## src/rtl/mod_envelope.sv

```systemverilog
`default_nettype none
// ============================================================================
//  Module   : mod_envelope
//  Purpose  : ADSR envelope stage. Multiplies each synthesiser sample by a
//             note-gated attack/decay/sustain/release gain (18.14 fixed
//             point) and emits the shaped sample one cycle later.
//  Revision : 1.0  initial release
// ============================================================================
module mod_envelope #(
    parameter int FRAC_BITS = 14
) (
    input  logic        i_clk,
    input  logic        i_rst,
    input  logic [31:0] i_sample,
    input  logic        i_sample_valid,
    input  logic        i_gate,
    input  logic [31:0] i_attack_step,
    input  logic [31:0] i_decay_step,
    input  logic [31:0] i_sustain_level,
    input  logic [31:0] i_release_step,
    output logic [31:0] o_sound,
    output logic        o_ready,
    output logic [31:0] o_level,
    output logic [2:0]  o_state,
    output logic        o_active
);

    localparam logic [31:0] ENV_MAX = 32'd1 << FRAC_BITS;

    typedef enum logic [2:0] {
        S_IDLE    = 3'd0,
        S_ATTACK  = 3'd1,
        S_DECAY   = 3'd2,
        S_SUSTAIN = 3'd3,
        S_RELEASE = 3'd4
    } state_t;

    state_t      state_q, state_d;
    logic [31:0] level_q, level_d;
    logic        gate_q;
    logic [31:0] sound_q;
    logic        ready_q;

    logic        w_rise;
    logic        w_fall;
    logic [31:0] w_sustain;
    logic [32:0] w_attack_sum;
    logic [32:0] w_decay_floor;
    logic signed [63:0] w_prod;

    assign w_rise = i_gate & ~gate_q;
    assign w_fall = ~i_gate & gate_q;

    // Sustain targets above unity gain are pinned to unity.
    assign w_sustain = (i_sustain_level > ENV_MAX) ? ENV_MAX : i_sustain_level;

    // 33-bit sums so the step comparisons can never wrap.
    assign w_attack_sum  = {1'b0, level_q} + {1'b0, i_attack_step};
    assign w_decay_floor = {1'b0, w_sustain} + {1'b0, i_decay_step};

    // Product uses the pre-update level captured on the same valid cycle.
    assign w_prod = 64'($signed(i_sample)) * $signed({32'd0, level_q});

    // Next-state and next-level: gate edges take priority and freeze the level.
    always_comb begin
        state_d = state_q;
        level_d = level_q;
        if (w_rise) begin
            state_d = S_ATTACK;
        end else if (w_fall) begin
            if (state_q != S_IDLE) begin
                state_d = S_RELEASE;
            end
        end else if (i_sample_valid) begin
            case (state_q)
                S_ATTACK: begin
                    if ((i_attack_step == 32'd0) || (w_attack_sum >= {1'b0, ENV_MAX})) begin
                        level_d = ENV_MAX;
                        state_d = S_DECAY;
                    end else begin
                        level_d = w_attack_sum[31:0];
                    end
                end
                S_DECAY: begin
                    // level - step <= S  <=>  level <= S + step
                    if ((i_decay_step == 32'd0) || ({1'b0, level_q} <= w_decay_floor)) begin
                        level_d = w_sustain;
                        state_d = S_SUSTAIN;
                    end else begin
                        level_d = level_q - i_decay_step;
                    end
                end
                S_SUSTAIN: begin
                    level_d = w_sustain;
                end
                S_RELEASE: begin
                    if ((i_release_step == 32'd0) || (level_q <= i_release_step)) begin
                        level_d = 32'd0;
                        state_d = S_IDLE;
                    end else begin
                        level_d = level_q - i_release_step;
                    end
                end
                default: begin
                    level_d = 32'd0;
                    state_d = S_IDLE;
                end
            endcase
        end
    end

    // Envelope state, level and gate history registers.
    always_ff @(posedge i_clk) begin
        if (i_rst) begin
            state_q <= S_IDLE;
            level_q <= 32'd0;
            gate_q  <= 1'b0;
        end else begin
            state_q <= state_d;
            level_q <= level_d;
            gate_q  <= i_gate;
        end
    end

    // Output sample register: updates only on valid, so o_sound holds between pulses.
    always_ff @(posedge i_clk) begin
        if (i_rst) begin
            sound_q <= 32'd0;
            ready_q <= 1'b0;
        end else begin
            ready_q <= i_sample_valid;
            if (i_sample_valid) begin
                sound_q <= 32'(w_prod >>> FRAC_BITS);
            end
        end
    end

    assign o_sound  = sound_q;
    assign o_ready  = ready_q;
    assign o_level  = level_q;
    assign o_state  = state_q;
    assign o_active = (state_q != S_IDLE);

endmodule
`default_nettype wire

```

## config.mk

```make
export PLATFORM = sky130hd
export DESIGN_NAME = mod_envelope
export DESIGN_NICKNAME = d
export VERILOG_FILES = /design/src/rtl/mod_envelope.sv
export SDC_FILE = /design/constraint.sdc
export NUM_CORES = 2
export LEC_CHECK = 0
export ABC_AREA = 0
export CAP_MARGIN = 10
export CORE_AREA = 4 4 311 313
export CTS_CLUSTER_SIZE = 24
export DETAILED_ROUTE_END_ITERATION = 10
export DIE_AREA = 0 0 315 317
export GPL_ROUTABILITY_DRIVEN = 0
export PLACE_DENSITY = 0.62
export SLEW_MARGIN = 30
export SYNTH_ARGS = -nofsm -noshare
export SYNTH_HDL_FRONTEND = slang
export SYNTH_SLANG_ARGS = --single-unit
```

## constraint.sdc

```tcl
create_clock -name i_clk -period 12.6 [get_ports i_clk]
set_clock_uncertainty 0.2 [all_clocks]
set_input_delay 2.52 -clock i_clk [delete_from_list [all_inputs] [get_ports i_clk]]
set_output_delay 2.52 -clock i_clk [all_outputs]
set_load 0.02 [all_outputs]
```

==> flow_summary.yaml <==
worst_setup_path:
  path_buf_inv: 10
  r2r_cells: 27
  end_kind: "flop"
  critical_path.top_delay_family: "adder cells"
  critical_path_class: "input pin to flop"
  r2r-end: "o_sound[31]$_SDFFE_PP0P_"
  cp_max_fo: 17
  rr_startpoint: "o_level[7]$_SDFFE_PP0P_"
  max_stage_delay_ps: 950
  cp.required_ps: 12710
  cp_slowest_cell: "clkdlybuf4s50_1"
  cp.arrival_ps: 11280
  r2r_setup_slack_ps: 3580
  critPathLaunchType: "input pin"
route:
  vias: 31200
  dr.first_iter.drc_count: 2180
  wirelength_um: 117000
  detail_route.wl_per_cell_um: 19.9
  drt-vias-per-instance: 5.31
  drc: 0
  drt_pass1_iterations: 6
  ant_nets: 0
layout:
  nNetsFinal: 5870
  area_growth_pct: 10.6
  drive_gt1_share_pct: 3.41
  stdcell_count: 5878
  ff_latch_area_um2: 1400
  nFillCells: 9453
  design_area_um2: 41300
  multi_input_area_um2: 31800
  final_util_pct: 43.8
synthesis:
  synth_top_area_share_pct: 40.3
  seq_area_frac_synth_pct: 3.70
  synthTopCellsByCount: "921 x inv_1, 763 x nand2_1, 751 x fa_1"
  synth_edf_count: 0
  yosys.area.top_type: "fa_1"
  synth_cell_types: 95
  syn_area_per_cell_um2: 8.33
  synth_area_um2: 37300
  synthCells: 4485
  synthTopCellsByArea: "fa_1 40%, ha_1 12%, inv_1 9.3%"
  ys_seq_elements: 69
  synthFlopType: "dfxtp_1"
  yosysMostFrequentCell: "inv_1"
  async_reset_ff_share_pct: 0
  ys_warn_count: 0
timing:
  maxSlewViolCount: 0
  setup_violations: 0
  post-route-min-period_ps: 11170
  tightest_slew_ps: 1020
  rsz0062_at_grt: "false"
  layout_setup_ws_ps: 1430
  clock.fmax_mhz: 89.5
  fin_tns_setup_ps: 0
  slew_headroom_pct: 32.1
  fin_crit_sh_pct: 88.7
  whs_ps: 273
  hold_viol: 0
die:
  core_area_um2: 94300
  num_rows: 113
  fp.dieArea_um2: 99900
  fp.dieH_um: 317
  start_util_pct: 39.6
  ios: 233
  die_w_um: 315
clocking:
  cts_resized: 0
  clock-sinks: 69
  clock_path_buffers: 2
  clkTransAtPathRegs_ps: 70
  numCtsBuffers: 9
  cts-root-buf: "clkbuf_16"
  cts_tree: "done"
  post_cts_buffers: 0
  h-tree-depth: 3
  ctsHoldBuffers: 0
  clk_latency_ps: 400
power:
  p_total_mw: 0.884
  p_leak_nw: 19.8
  power_density_nw_per_um2: 21.4
  peakVddDrop_uv: 72.9
status:
  outcome: "completed"
worst_hold_path:
  hold_depth: 2
  hp-start: "o_sound[29]$_SDFFE_PP0P_"
  min-delay-path-class: "flop to flop"
  hold_end: "o_sound[29]$_SDFFE_PP0P_"
placement:
  dp_slack_ps: 1010
  dp.final_hpwl_um: 96400
  dpl_cell_area_um2: 41000
  io_buffer_count: 232
  dp.cells: 5858
global_route:
  grt-ovfl-total: 0
  grt_start_max_net_pins: 40
  grt_usage_pct: 24.0
  grt_pass1_vias: 32700
  antenna_found_initial: 5
  grt_pass1_wl_um: 186000
flow_run:
  maxCapViolCount: 0
==> worst register-to-register path: cells and delay by family (launching register included) <==
kind / cells / cell delay [ps]
flops: 1 / 780
buf+inv: 9 / 920
simple gates: 2 / 330
fa+ha+maj: 9 / 4370
compound gates: 6 / 2230
xor+xnor: 1 / 80
==> logic make-up (layout without fill, tap and decap cells) <==
group | Yosys count | in the layout | synth area share, %
AND/OR/NAND/NOR | 1409 | 1409 | 17.8
multiplexers | 36 | 36 | 0.972
other | 1 | 21 | 0.0100
XOR/XNOR | 162 | 162 | 3.80
adder cells (fa/ha/maj) | 1102 | 1102 | 52.0
flip-flops | 69 | 69 | 3.70
AO/OA/AOI/OAI | 576 | 576 | 10.3
buffers and inverters | 1130 | 1238 | 11.4
==> placed cells by master (no fill, tap or decap), types with 8 or more instances in the layout <==
cell	instances
inv_1	921
nand2_1	763
fa_1	751
ha_1	351
clkdlybuf4s50_1	225
and2_1	216
a21oi_1	168
nor2_1	122
xnor2_1	99
o21ai_0	93
a21o_1	72
buf_4	70
xor2_1	63
dfxtp_1	59
nand2b_1	50
nor4_1	40
nand4_1	39
nor3_1	39
nand3_1	39
mux2i_1	34
o21a_1	28
o21bai_1	23
nor2b_1	23
a211oi_1	19
and3_1	17
conb_1	17
a31oi_1	14
a22oi_1	14
a211o_1	13
o21ai_1	12
o22ai_1	12
a221oi_1	9
clkbuf_16	9
dfxtp_2	9
or3_1	8
==> power breakdown <==
part           switching, mW  internal [mW]  leakage [nW]
logic                  0.227          0.148          19.1
registers            0.00374          0.222         0.565
clock network          0.147          0.137         0.139
==> routing by layer <==
metal	share of wire [%]	track usage, %	routed length, um
met1	40	30.4	47000
met2	49	41.9	57200
met5	0.013	0	15
met3	6.2	3.10	7310
met4	4.7	9.51	5450
==> layout make-up <==
| cell class | count | share of cell area (%) |
|---|---|---|
| Antenna cell | 4 | 0.0242 |
| Sequential cell | 69 | 3.38 |
| Clock inverter | 7 | 0.133 |
| Tap cell | 1265 | 3.83 |
| Timing Repair Buffer | 301 | 6.80 |
| Inverter | 921 | 8.37 |
| Multi-Input combinational cell | 3302 | 76.9 |
| Clock buffer | 9 | 0.546 |
==> worst max path at each step <==
stage	slack [ps]	cells after the start	end	startpoint
after floorplan	2970	30	o_sound[29]$_SDFFE_PP0P_	i_sample[17]
after global placement	1170	28	o_sound[29]$_SDFFE_PP0P_	i_sample[0]
after detailed placement	1010	27	o_sound[31]$_SDFFE_PP0P_	i_sample[8]
after CTS	1440	27	o_sound[31]$_SDFFE_PP0P_	i_sample[8]
after global routing	940	26	o_sound[31]$_SDFFE_PP0P_	i_sample[5]
final	1430	28	o_sound[31]$_SDFFE_PP0P_	i_sample[11]
==> registers in the layout (all words and copies together) (netlist names) <==
signal,cells
o_level,32
o_sound,32
o_ready,1
gate_q,1
o_state,3
(Power assumes the default switching activity.)
